<file path="src/rtl/alu_pkg.sv">
// Shared definitions for the ALU arbiter slice: default datapath width,
// ALU opcode encodings and the arbiter FSM state type.
package alu_pkg;

    localparam int DATA_W_DEF = 8;

    localparam logic [2:0] OP_ADD  = 3'b000;
    localparam logic [2:0] OP_SUB  = 3'b001;
    localparam logic [2:0] OP_AND  = 3'b010;
    localparam logic [2:0] OP_OR   = 3'b011;
    localparam logic [2:0] OP_XOR  = 3'b100;
    localparam logic [2:0] OP_NOTA = 3'b101;
    localparam logic [2:0] OP_SHL  = 3'b110;
    localparam logic [2:0] OP_SHR  = 3'b111;

    typedef enum logic [1:0] {
        ST_IDLE = 2'b00,
        ST_EXEC = 2'b01,
        ST_RESP = 2'b10
    } state_t;

endpackage

</file>
<file path="src/rtl/alu.sv">
// Combinational ALU. All results are truncated to DATA_W; carry and borrow
// are discarded.
// Ports:
//   i_a, i_b   operands
//   i_op       3-bit opcode (see alu_pkg)
//   o_result   ALU result
//   o_zero     high when o_result is all zeros
module alu
    import alu_pkg::*;
#(
    parameter int DATA_W = DATA_W_DEF
) (
    input  logic [DATA_W-1:0] i_a,
    input  logic [DATA_W-1:0] i_b,
    input  logic [2:0]        i_op,
    output logic [DATA_W-1:0] o_result,
    output logic              o_zero
);

    // Opcode decode and result selection
    always_comb begin
        o_result = {DATA_W{1'b0}};
        case (i_op)
            OP_ADD:  o_result = i_a + i_b;
            OP_SUB:  o_result = i_a - i_b;
            OP_AND:  o_result = i_a & i_b;
            OP_OR:   o_result = i_a | i_b;
            OP_XOR:  o_result = i_a ^ i_b;
            OP_NOTA: o_result = ~i_a;
            OP_SHL:  o_result = {i_a[DATA_W-2:0], 1'b0};
            OP_SHR:  o_result = {1'b0, i_a[DATA_W-1:1]};
            default: o_result = {DATA_W{1'b0}};
        endcase
    end

    // Zero flag of the selected result
    always_comb begin
        o_zero = (o_result == {DATA_W{1'b0}});
    end

endmodule

</file>
<file path="src/rtl/alu_arbiter.sv">
// Two-requester round-robin front end to a single shared ALU.
// One operation is in flight at a time: IDLE (accept) -> EXEC (compute)
// -> RESP (hold result until consumed).
// Ports:
//   clk, rst_n                 clock, asynchronous active-low reset
//   reqN_valid/reqN_ready      requester N handshake (N = 0, 1)
//   reqN_a, reqN_b, reqN_op    requester N operands and opcode
//   rsp_valid/rsp_ready        response handshake
//   rsp_id                     requester that issued the response
//   rsp_result, rsp_zero       ALU result and its zero flag
module alu_arbiter
    import alu_pkg::*;
#(
    parameter int DATA_W = DATA_W_DEF
) (
    input  logic              clk,
    input  logic              rst_n,
    input  logic              req0_valid,
    output logic              req0_ready,
    input  logic [DATA_W-1:0] req0_a,
    input  logic [DATA_W-1:0] req0_b,
    input  logic [2:0]        req0_op,
    input  logic              req1_valid,
    output logic              req1_ready,
    input  logic [DATA_W-1:0] req1_a,
    input  logic [DATA_W-1:0] req1_b,
    input  logic [2:0]        req1_op,
    output logic              rsp_valid,
    input  logic              rsp_ready,
    output logic              rsp_id,
    output logic [DATA_W-1:0] rsp_result,
    output logic              rsp_zero
);

    state_t             r_state;
    logic               r_last_grant;
    logic [DATA_W-1:0]  r_op_a;
    logic [DATA_W-1:0]  r_op_b;
    logic [2:0]         r_op_code;
    logic               r_op_id;
    logic               r_rsp_valid;
    logic               r_rsp_id;
    logic [DATA_W-1:0]  r_rsp_result;
    logic               r_rsp_zero;

    logic               w_grant;
    logic               w_idle_ok;
    logic               w_ready0;
    logic               w_ready1;
    logic               w_accept;
    logic [DATA_W-1:0]  w_sel_a;
    logic [DATA_W-1:0]  w_sel_b;
    logic [2:0]         w_sel_op;
    logic [DATA_W-1:0]  w_alu_result;
    logic               w_alu_zero;

    // Round-robin grant: on a tie the requester not served last wins
    always_comb begin
        w_grant = 1'b0;
        if (req0_valid && req1_valid) begin
            w_grant = ~r_last_grant;
        end else if (req1_valid) begin
            w_grant = 1'b1;
        end else begin
            w_grant = 1'b0;
        end
    end

    // Ready generation; gated by rst_n so neither ready rises during reset
    always_comb begin
        w_idle_ok = (r_state == ST_IDLE) && rst_n;
        w_ready0  = w_idle_ok && req0_valid && !w_grant;
        w_ready1  = w_idle_ok && req1_valid && w_grant;
        w_accept  = w_ready0 || w_ready1;
    end

    // Operand mux toward the operand registers
    always_comb begin
        w_sel_a  = req0_a;
        w_sel_b  = req0_b;
        w_sel_op = req0_op;
        if (w_grant) begin
            w_sel_a  = req1_a;
            w_sel_b  = req1_b;
            w_sel_op = req1_op;
        end else begin
            w_sel_a  = req0_a;
            w_sel_b  = req0_b;
            w_sel_op = req0_op;
        end
    end

    alu #(
        .DATA_W (DATA_W)
    ) u_alu (
        .i_a      (r_op_a),
        .i_b      (r_op_b),
        .i_op     (r_op_code),
        .o_result (w_alu_result),
        .o_zero   (w_alu_zero)
    );

    // Arbiter FSM with operand and response registers
    always_ff @(posedge clk or negedge rst_n) begin
        if (!rst_n) begin
            r_state      <= ST_IDLE;
            r_last_grant <= 1'b1;
            r_op_a       <= {DATA_W{1'b0}};
            r_op_b       <= {DATA_W{1'b0}};
            r_op_code    <= 3'b000;
            r_op_id      <= 1'b0;
            r_rsp_valid  <= 1'b0;
            r_rsp_id     <= 1'b0;
            r_rsp_result <= {DATA_W{1'b0}};
            r_rsp_zero   <= 1'b0;
        end else begin
            case (r_state)
                ST_IDLE: begin
                    if (w_accept) begin
                        r_op_a       <= w_sel_a;
                        r_op_b       <= w_sel_b;
                        r_op_code    <= w_sel_op;
                        r_op_id      <= w_grant;
                        r_last_grant <= w_grant;
                        r_state      <= ST_EXEC;
                    end else begin
                        r_state      <= ST_IDLE;
                    end
                end
                ST_EXEC: begin
                    r_rsp_result <= w_alu_result;
                    r_rsp_zero   <= w_alu_zero;
                    r_rsp_id     <= r_op_id;
                    r_rsp_valid  <= 1'b1;
                    r_state      <= ST_RESP;
                end
                ST_RESP: begin
                    if (rsp_ready) begin
                        r_rsp_valid <= 1'b0;
                        r_state     <= ST_IDLE;
                    end else begin
                        r_state     <= ST_RESP;
                    end
                end
                default: begin
                    r_rsp_valid <= 1'b0;
                    r_state     <= ST_IDLE;
                end
            endcase
        end
    end

    assign req0_ready = w_ready0;
    assign req1_ready = w_ready1;
    assign rsp_valid  = r_rsp_valid;
    assign rsp_id     = r_rsp_id;
    assign rsp_result = r_rsp_result;
    assign rsp_zero   = r_rsp_zero;

endmodule
</file>
<file path="config.mk">
export PLATFORM = sky130hd
export DESIGN_NAME = alu_arbiter
export DESIGN_NICKNAME = d
export VERILOG_FILES = /design/src/rtl/alu_pkg.sv /design/src/rtl/alu.sv /design/src/rtl/alu_arbiter.sv
export SDC_FILE = /design/constraint.sdc
export NUM_CORES = 1
export LEC_CHECK = 0
export BUFFER_PORTS_ARGS = -buffer_cell sky130_fd_sc_hd__clkbuf_2
export CORE_ASPECT_RATIO = 0.5
export CORE_UTILIZATION = 55
export CTS_CLUSTER_DIAMETER = 80
export CTS_CLUSTER_SIZE = 16
export DETAILED_ROUTE_END_ITERATION = 8
export MAX_ROUTING_LAYER = met4
export PLACE_DENSITY = 0.8
export SLEW_MARGIN = 20
export SYNTH_ARGS = -nofsm -noshare
export SYNTH_HDL_FRONTEND = slang
export SYNTH_HIERARCHICAL = 1
export SYNTH_SLANG_ARGS = --single-unit
</file>
<file path="constraint.sdc">
create_clock -name clk -period 4.23 [get_ports clk]
set_input_delay 0.423 -clock clk [delete_from_list [all_inputs] [get_ports clk]]
set_output_delay 0.423 -clock clk [all_outputs]
set_load 0.01 [all_outputs]
</file>
==> metrics.txt, run 1 <==
Power Dens Cells 834.9 nW/µm²; TritonCTS clock tree yes; Worst VDD drop 0.3617 mV; vias in the first global route 2,079; sw frac 0.4639; Leak Pwr 0.001427 µW; total track usage 0.2827; maxcap violations 0; Synth async-reset ratio 1.000; type of origin of the critical path flop; Int Power 1382 µW; vias per inst 6.044; WL met3 357 µm; crit-path cells nor3b_1 > buf_4 > mux2_2 > fa_1 > xnor2_1 > mux4_2 > or3_1 > or3_1 > nor4_2 > mux2_1; Yosys reg bits 34; CP endpoint kind flop; Starting Density 0.5915; clock power share 0.098; global placer's final weighted congestion 0.9472; hold crit path type in -> async; Top Metal Used met4; Final setup violation count 0; Comb power frac 0.642; proportion of layout cells with a drive suffix above 1 0.2593; Synth Warn # 6; total power 2577 µW; Site Rows 17; Max Clk Rate 274.8 MHz; status finished clean; top_reg_cell synth dfrtp_1; largest net degree at the start of global routing 37; cells taking the most area after synthesis dfrtp_1 (31%), ha_1 (11%), o32ai_1 (6.2%), a2bb2oi_1 (5.2%), mux2_1 (3.8%); Worst EP required 4440 ps; initial drt markers 96; Post-Route WL 6533 µm; Yosys top cell area share 0.3067; first-pass GRT wire length 10,630 µm; maximum fanout along the worst path 20; number of flops mapped to enable cells by yosys 0; wire per inst 16.75 µm; syn nets 341; CP dominant cell by count or3_1; clk slew on worst S/H paths 80 ps; Max-slew headroom 0.2900; Core Box Area 4552 µm²; clock buffer count from CTS 5; Crit path largest cell delay 600 ps; cell accounting for the most synthesized area dfrtp_1; clk_skew 11.45 ps; crit share post-route 0.8604; nets 391; CP max stage cell dfrtp_1; Antenna Cells 0; non-filler cells, final 390; gr ovfl total 0; deepest level of the CTS H-tree 2; final hold violation count 0; DR pass1 iterations 4; Mean Syn Cell Area 9.863 µm²; Remaining DRCs 0; clock latency on the worst-skew pair 290 ps; Tmin final 3639 ps; Post-CTS Setup Bufs 0; die footprint 5196 µm²; Die Span Y 51.48 µm; Final ANT Viol Nets 0; post-CTS sizing 0; Root Driver clkbuf_8; Clock Sinks 34; fin. max-slew vios 0; Die X-Extent 101.0 µm; cell count after synthesis 273; port bufs 55; metal1 wirelength 3120 µm; RSZ-0062 raised after global routing no; Seq/Total Area, Yosys 0.3164; placed cells 382; CTS max path bufs 2; IO Pins 56; hold_buf cts 0; worst slew pin tran 1063 ps; via count 2,357; DP Wirelength 5004 µm; critical path type reg -> reg; register share of total power 0.261; mapped cell area 2693 µm²; Critical Path AT 3850 ps; Sw Pwr 1196 µW; met2 wire length 2978 µm; Synth cell types 52; setup_tns 0 ps; initial antenna violation count 0; area grow syn2layout 14.64%
## synthesized netlist by cell type (all sizes together), types with 2 or more instances
library cell	n
nand2b	4
xnor2	9
clkbuf	6
a211oi	3
o21ai	11
or3	4
nand2	9
inv	21
mux4	4
mux2i	4
nor3b	4
a31oi	7
o32ai	19
nor2b	7
nor3	4
o21a	3
ha	24
a2bb2oi	19
a22oi	2
o211ai	2
a21oi	12
buf	12
nor2	19
dfrtp	33
mux2	12
## cells by family (layout without fill, tap and decap cells)
family | Yosys count | count (layout) | share of synthesized area
xor+xnor | 10 | 10 | 0.03253
flops | 34 | 34 | 0.3165
mux | 20 | 20 | 0.09991
simple gates | 56 | 56 | 0.1120
fa+ha+maj | 25 | 25 | 0.1190
compound gates | 88 | 88 | 0.2509
buf+inv | 40 | 91 | 0.06924
## path summary, 6_finish.rpt
check / start / to / slack [ps] / depth (start not counted)
worst min register to register: rsp_valid / rsp_valid / 480 / 1
max in group asynchronous: rst_n / r_last_grant / 3730 / 2
min in group clk: req0_valid / r_last_grant / 340 / 2
worst min-delay path: rst_n / rsp_result[5] / 160 / 2
worst max-delay path: r_op_code[2] / rsp_zero / 590 / 10
worst max register to register: r_op_code[2] / rsp_zero / 590 / 10
## registers in the layout (all words and copies together) (netlist names)
signal and cells:
rsp_zero 1, r_op_id 1, r_op_b 8, r_op_a 8, rsp_result 8, r_state 2, rsp_valid 1, r_op_code 3
r_last_grant 1, rsp_id 1
## worst max-delay path: cells and delay by family, from the launching register on
kind	cells	cell delay (ps)
simple gates	4	1200
mux	3	990
flops	1	600
fa+ha+maj	1	450
buf+inv	1	190
xor+xnor	1	150
## power by group through the flow
stage / clock network [µW] / registers (µW) / logic [µW]
2_1_floorplan: 0 / 624 / 1270
3_3_place_gp: 0 / 667 / 1560
3_5_place_dp: 0 / 677 / 1620
4_1_cts: 257 / 672 / 1630
5_1_grt: 272 / 698 / 1840
6_report: 252 / 672 / 1650
## per-layer routing
layer,GRT usage,up-vias
met5,-,-
met4,0.07246,0
met3,0.04651,10
met2,0.4121,75
met1,0.4090,1150
li1,-,1122
## stage by stage
stage / setup slack [ps] / hold slack, ps / util / area [µm²]
final: 590.6 / 156.4 / 0.6781 / 3087
after global routing: 450.7 / 198.1 / 0.6781 / 3087
after CTS: 607.6 / 167.8 / 0.6781 / 3087
after detailed placement: 670.9 / 468.3 / 0.6572 / 2992
after global placement: 748.1 / 461.5 / 0.6572 / 2992
after floorplan: 755.8 / 127.4 / - / 2693
## layout by cell type, fill, tap and decap left out, types with 2 or more instances in the layout
master,instances
mux2i_1,4
dfrtp_1,33
nor3_1,4
buf_4,6
o21ai_0,9
a2bb2oi_1,16
ha_1,24
o21ai_1,2
o21a_1,2
clkbuf_8,6
a21oi_1,12
nor3b_1,3
nand2b_1,4
o32ai_1,19
mux2_2,3
a22oi_1,2
mux4_2,3
nor2b_1,7
inv_1,21
a211oi_1,3
xnor2_1,9
nor2_1,19
a2bb2oi_2,3
a31oi_1,7
or3_1,4
clkbuf_2,55
mux2_1,9
o211ai_1,2
nand2_1,9
## cell type report
| cell class | instances | area (µm²) |
|---|---|---|
| multi-input cells | 199 | 1654 |
| fillers | 393 | 1465 |
| flip-flops and latches | 34 | 852.1 |
| repair buffers | 61 | 320.3 |
| clock buffers | 6 | 82.58 |
| inverters | 22 | 82.58 |
| well taps | 66 | 82.58 |
| clock inverters | 2 | 12.51 |
(Power assumes the default switching activity.)
==> run 2, diff against run 1 <==
--- a/config.mk
+++ b/config.mk
@@ -8,7 +8,6 @@
 export BUFFER_PORTS_ARGS = -buffer_cell sky130_fd_sc_hd__clkbuf_2
 export CORE_ASPECT_RATIO = 0.5
 export CORE_UTILIZATION = 55
-export CTS_CLUSTER_DIAMETER = 80
 export CTS_CLUSTER_SIZE = 16
 export DETAILED_ROUTE_END_ITERATION = 8
 export MAX_ROUTING_LAYER = met4
@@ -16,5 +15,4 @@
 export SLEW_MARGIN = 20
 export SYNTH_ARGS = -nofsm -noshare
 export SYNTH_HDL_FRONTEND = slang
-export SYNTH_HIERARCHICAL = 1
 export SYNTH_SLANG_ARGS = --single-unit
==> metrics.txt, run 2 <==
status finished clean (unchanged); critical path type reg -> reg (unchanged); commonest cells in the synthesized netlist nor2_1 (35), dfrtp_1 (33), a21oi_1 (28) (was dfrtp_1 (33), ha_1 (24), inv_1 (21)); top-count cell post-synth nor2_1 (was dfrtp_1); Seq/Total Area, Yosys 0.3254 (was 0.3164); most frequent cells in the layout clkbuf_2 (55), nor2_1 (35), dfrtp_1 (33) (was clkbuf_2 (55), dfrtp_1 (33), ha_1 (24)); Die Span Y 50.79 µm (was 51.48 µm); global placer's final weighted congestion 0.8984 (was 0.9472); type of origin of the critical path flop (unchanged); top_reg_cell synth dfrtp_1 (unchanged); maxcap violations 0 (unchanged); vias in the first global route 2,060 (was 2,079); Post-Route WL 6285 µm (was 6533 µm); syn nets 353 (was 341); final instance area 3019 µm² (was 3087 µm²); total track usage 0.2779 (was 0.2827); Yosys reg bits 34 (unchanged); mapped cell area 2619 µm² (was 2693 µm²); Post-DP Area 2937 µm² (was 2992 µm²); Remaining DRCs 0 (unchanged); gr ovfl total 0 (unchanged); Critical Path AT 3420 ps (was 3850 ps); clock latency on the worst-skew pair 290 ps (about the same); Yosys top cell area share 0.3153 (was 0.3067); post-CTS sizing 0 (unchanged); Worst VDD drop 0.3406 mV (was 0.3617 mV); DP Wirelength 4847 µm (was 5004 µm); Clock Sinks 34 (unchanged); reg2reg start r_op_code[2] (unchanged); Antenna Cells 0 (unchanged); initial drt markers 90 (was 96); first-pass GRT wire length 10,100 µm (was 10,630 µm); vias per inst 5.490 (was 6.044); Root Driver clkbuf_8 (unchanged); simple-gate area share of the yosys netlist 0.1319 (was 0.1120); port bufs 55 (unchanged); dpl ws 1026 ps (was 670.9 ps); deepest level of the CTS H-tree 2 (unchanged); Compound-Gate Fraction of Synth Area 0.1725 (was 0.2509); Mean Syn Cell Area 9.189 µm² (was 9.863 µm²); wire per inst 15.56 µm (was 16.75 µm); crit-path cells nor3b_4 > mux2i_1 > fa_1 > a211oi_1 > nor2_1 > xor2_1 > o31a_1 > or4_4 > o41ai_2 (was nor3b_1 > buf_4 > mux2_2 > fa_1 > xnor2_1 > mux4_2 > or3_1 > or3_1 > nor4_2 > mux2_1); Site Rows 17 (unchanged); initial antenna violation count 0 (unchanged); Synth cell types 56 (was 52); number of flops mapped to enable cells by yosys 0 (unchanged); Synth Warn # 0 (was 6); Starting Density 0.5835 (was 0.5915); Die X-Extent 99.59 µm (was 101.0 µm); IO Pins 56 (unchanged); TritonCTS clock tree yes (unchanged); setup_tns 0 ps (unchanged); Adder-Cell Fraction of Synth Area 0.1223 (was 0.1190); worst slew pin tran 1013 ps (was 1063 ps); Final setup violation count 0 (unchanged); RSZ-0062 raised after global routing no (unchanged); proportion of layout cells with a drive suffix above 1 0.2456 (was 0.2593); clk slew on worst S/H paths 70 ps (was 80 ps); final hold violation count 0 (unchanged); largest net degree at the start of global routing 40 (was 37); clock buffer count from CTS 5 (unchanged); critical path startpoint r_op_code[2] (unchanged); Crit path largest cell delay 530 ps (was 600 ps); Worst EP required 4420 ps (was 4440 ps); cells taking the most area after synthesis dfrtp_1 (32%), ha_1 (11%), mux2i_1 (9.2%), a21oi_1 (5.4%), nor2_1 (5.0%) (was dfrtp_1 (31%), ha_1 (11%), o32ai_1 (6.2%), a2bb2oi_1 (5.2%), mux2_1 (3.8%)); post-synthesis xor/xnor area fraction 0.04348 (was 0.03253); Max Clk Rate 309.8 MHz (was 274.8 MHz); post-route setup slack 1002 ps (was 590.6 ps); fin. max-slew vios 0 (unchanged); maximum fanout along the worst path 7 (was 20); die footprint 5058 µm² (was 5196 µm²); area grow syn2layout 15.29% (was 14.64%); Max-slew headroom 0.3240 (was 0.2900); CTS max path bufs 2 (unchanged); Post-CTS Setup Bufs 0 (unchanged); via count 2,218 (was 2,357); clk_skew 3.552 ps (was 11.45 ps); cell count after synthesis 285 (was 273); commonest non-fill, non-tap cell in the layout clkbuf_2 (unchanged); CP endpoint kind flop (unchanged); Synth async-reset ratio 1.000 (unchanged); Core Box Area 4488 µm² (was 4552 µm²); Tmin final 3228 ps (was 3639 ps); post-synthesis mux area share 0.1433 (was 0.09991); cell accounting for the most synthesized area dfrtp_1 (unchanged); Final ANT Viol Nets 0 (unchanged); DR pass1 iterations 4 (unchanged); hold crit path type in -> async (unchanged); Power Dens Cells 780.1 nW/µm² (was 834.9 nW/µm²); crit share post-route 0.7632 (was 0.8604); Leak Pwr 0.001523 µW (was 0.001427 µW); hold_buf cts 0 (unchanged); nets 405 (was 391); CP max stage cell or4_4 (was dfrtp_1); largest family of logic cells by synthesized area compound AO/OA/AOI/OAI gates (unchanged)
## run 2: path summary, 6_finish.rpt
check,to,cells after the start,slack [ps]
min in group clk,r_state[1],4,390
min,rsp_result[7],2,250
max reg2reg,rsp_zero,9,1000
max in group asynchronous,r_last_grant,2,3630
min reg2reg,r_op_id,1,480
max,rsp_zero,9,1000
## run 2: routing by layer
| metal | part of all wire | wire, µm | GRT usage | vias up |
|---|---|---|---|---|
| met5 | 0 | 0 | - | - |
| met4 | 0.010 | 64 | 0.07353 | 0 |
| met3 | 0.073 | 458 | 0.06128 | 7 |
| met2 | 0.45 | 2859 | 0.4444 | 70 |
| met1 | 0.46 | 2902 | 0.3606 | 1044 |
| li1 | - | - | - | 1097 |
## run 2: critical path: cells and delay by family (launching register included)
kind,cells,cell delay [ps]
compound gates,3,920
xor+xnor,1,150
fa+ha+maj,1,460
flops,1,420
mux,1,190
simple gates,3,970
## run 2: logic make-up after synthesis
kind of cell	count (synthesis)
compound gates	69
xor+xnor	13
fa+ha+maj	25
buf+inv	36
flops	34
mux	35
simple gates	73
## run 2: cell type report
| class | count | area (µm²) |
|---|---|---|
| clock buffer | 6 | 72.57 |
| clock inverter | 2 | 10.01 |
| fill | 359 | 1469 |
| inverter | 21 | 78.83 |
| multi-input combinational | 215 | 1610 |
| sequential | 34 | 852.1 |
| tap | 66 | 82.58 |
| timing repair buffer | 60 | 312.8 |
## run 2: power by group
part	switching [µW]	internal, µW
clock	128	114
combinational	786	680
sequential	181	467
total	1090	1260
## run 2: stage by stage
step,total power (µW),instances,util,hold slack (ps)
2_1_floorplan,1742,285,-,127.4
5_1_grt,2548,404,0.6727,282.9
4_1_cts,2351,404,0.6727,267.6
6_report,2355,404,0.6727,247.0
3_5_place_dp,2101,396,0.6543,465.9
3_3_place_gp,2027,396,0.6543,461.4
==> run 3, diff against run 2 <==
--- a/config.mk
+++ b/config.mk
@@ -7,11 +7,11 @@
 export LEC_CHECK = 0
 export BUFFER_PORTS_ARGS = -buffer_cell sky130_fd_sc_hd__clkbuf_2
 export CORE_ASPECT_RATIO = 0.5
-export CORE_UTILIZATION = 55
+export CORE_UTILIZATION = 50
 export CTS_CLUSTER_SIZE = 16
 export DETAILED_ROUTE_END_ITERATION = 8
 export MAX_ROUTING_LAYER = met4
-export PLACE_DENSITY = 0.8
+export PLACE_DENSITY = 0.77
 export SLEW_MARGIN = 20
 export SYNTH_ARGS = -nofsm -noshare
 export SYNTH_HDL_FRONTEND = slang
==> constraint.sdc (replaced) <==
create_clock -name clk -period 2.7 [get_ports clk]
set_input_delay 0.27 -clock clk [delete_from_list [all_inputs] [get_ports clk]]
set_output_delay 0.27 -clock clk [all_outputs]
set_load 0.01 [all_outputs]
==> metrics.txt, run 3 (same netlist as run 2, synthesis figures left out) <==
placed cells 415 (was 396); vias per inst 5.401 (was 5.490); area grow syn2layout 25.56% (was 15.29%); nets 425 (was 405); most frequent cells in the layout clkbuf_2 (55), nor2_1 (33), dfrtp_1 (33) (was clkbuf_2 (55), nor2_1 (35), dfrtp_1 (33)); gr ovfl total 0 (unchanged); status complete, but fails checks (was finished clean); DR pass1 iterations 4 (unchanged); global placer's final weighted congestion 0.9268 (was 0.8984); Die X-Extent 104.3 µm (was 99.59 µm); Remaining DRCs 0 (unchanged); Crit path largest cell delay 530 ps (about the same); Critical Path AT 3010 ps (was 3420 ps); worst slew pin tran 534.7 ps (was 1013 ps); Die Span Y 53.18 µm (was 50.79 µm); Site Rows 18 (was 17); critical path buffer and inverter count 0 (unchanged); via count 2,317 (was 2,218); CP max stage cell or4_4 (unchanged); largest net degree at the start of global routing 40 (unchanged); RSZ-0062 raised after global routing yes (was no); Sw Pwr 1900 µW (was 1095 µW); flop2flop setup slack -130 ps (was 1000 ps); sw frac 0.4393 (was 0.4648); maximum fanout along the worst path 4 (was 7); DP Wirelength 4747 µm (was 4847 µm); fin. max-slew vios 0 (unchanged); Starting Density 0.5261 (was 0.5835); maxcap violations 0 (unchanged); port bufs 55 (unchanged); CP endpoint kind flop (unchanged); commonest non-fill, non-tap cell in the layout clkbuf_2 (unchanged); wire per inst 15.27 µm (was 15.56 µm); clock latency on the worst-skew pair 290 ps (about the same); Int Power 2425 µW (was 1261 µW); Core Box Area 4977 µm² (was 4488 µm²); Final ANT Viol Nets 0 (unchanged); register share of total power 0.227 (was 0.275); clock buffer count from CTS 5 (unchanged); Final Util 0.6606 (was 0.6727); critical path type reg -> reg (unchanged); TritonCTS clock tree yes (unchanged); Worst VDD drop 0.5410 mV (was 0.3406 mV); CTS max path bufs 2 (unchanged); first-pass GRT wire length 10,320 µm (was 10,100 µm); Root Driver clkbuf_8 (unchanged); failing checks setup timing; Max-slew headroom 0.6414 (was 0.3240); type of origin of the critical path flop (unchanged); crit share post-route 1.048 (was 0.7632); Comb power frac 0.661 (was 0.622); final hold violation count 0 (unchanged); vias in the first global route 2,185 (was 2,060); Crit path max-delay family simple AND/OR/NAND/NOR gates (unchanged); Power Dens Cells 1315 nW/µm² (was 780.1 nW/µm²); clk_skew 6.217 ps (was 3.552 ps); initial antenna violation count 1 (was 0); IO Pins 56 (unchanged); hold crit path type in -> async (unchanged); Worst EP required 2880 ps (was 4420 ps); non-filler cells, final 429 (was 404); Max Clk Rate 353.4 MHz (was 309.8 MHz); total power 4325 µW (was 2355 µW); Clock Sinks 34 (unchanged); crit-path cells nor3b_4 > mux2i_2 > fa_2 > a21oi_2 > and4_1 > nand2_1 > or4_4 > o41ai_2 (was nor3b_4 > mux2i_1 > fa_1 > a211oi_1 > nor2_1 > xor2_1 > o31a_1 > or4_4 > o41ai_2); Post-Route WL 6550 µm (was 6285 µm); initial drt markers 111 (was 90); Leak Pwr 0.001653 µW (was 0.001523 µW); clk slew on worst S/H paths 70 ps (about the same); Tmin final 2830 ps (was 3228 ps); total track usage 0.2536 (was 0.2779); die footprint 5549 µm² (was 5058 µm²); Final setup violation count 2 (was 0); proportion of layout cells with a drive suffix above 1 0.3240 (was 0.2456); clock power share 0.113 (was 0.103); post-route setup slack -129.7 ps (was 1002 ps); deepest level of the CTS H-tree 2 (unchanged); hold_buf cts 0 (unchanged); layout filler cell count 397 (was 359)
-- run 3: cell count changes in the layout (fill, tap and decap cells not counted), sizes merged --
cell | previous run | this run
buf | 5 | 25
clkbuf | 61 | 62
bufinv | 0 | 1
diode | 0 | 1
clkinv | 2 | 0
-- run 3: layer usage --
| layer | GRT usage | up-vias | wire, µm |
|---|---|---|---|
| met2 | 0.4205 | 74 | 3001 |
| met3 | 0.06034 | 14 | 448 |
| met5 | - | - | 0 |
| met4 | 0.06905 | 0 | 112 |
| li1 | - | 1144 | - |
| met1 | 0.3171 | 1085 | 2988 |
-- run 3: timing repair --
| action | in CTS | in global routing |
|---|---|---|
| setup buffers | 4 | 2 |
| setup endpoints to repair | 3 | 4 |
| hold endpoints to repair | 0 | 0 |
| resized for setup | 7 | 8 |
| pin swaps | 11 | 4 |
-- run 3: metrics by stage --
step	area [µm²]	TNS, ps	hold slack [ps]	setup slack (ps)
after floorplan	2634	-191.5	-25.59	-191.5
after global placement	3065	-96.48	420.8	-78.34
after detailed placement	3065	-269.8	426.5	-183.9
after CTS	3242	-130.8	118.5	-130.8
after global routing	3288	-431.5	161.1	-252.3
final	3288	-135.8	114.6	-129.7
-- run 3: power by group through the flow --
stage | combinational (µW) | clock [µW] | sequential (µW)
2_1_floorplan | 1810 | 0 | 956
3_3_place_gp | 2410 | 0 | 970
3_5_place_dp | 2530 | 0 | 982
4_1_cts | 2720 | 496 | 971
5_1_grt | 3110 | 525 | 1010
6_report | 2860 | 487 | 981
-- run 3: final timing paths --
kind,start,to,depth (start not counted)
min reg2reg,r_op_id,r_op_id,1
min,rst_n,rsp_result[0],2
max reg2reg,r_op_code[2],rsp_zero,8
min in group clk,rsp_ready,r_state[1],4
max,r_op_code[2],rsp_zero,8
max in group asynchronous,rst_n,r_last_grant,2
-- run 3: cell type report --
class | instances | area (µm²) | area share
timing repair buffer | 80 | 466.7 | 0.1419
tap | 70 | 87.58 | 0.02664
inverter | 21 | 78.83 | 0.02397
sequential | 34 | 852.1 | 0.2591
antenna | 1 | 2.502 | 0.0007610
clock inverter | 1 | 30.03 | 0.009132
multi-input combinational | 215 | 1684 | 0.5122
clock buffer | 7 | 86.33 | 0.02626
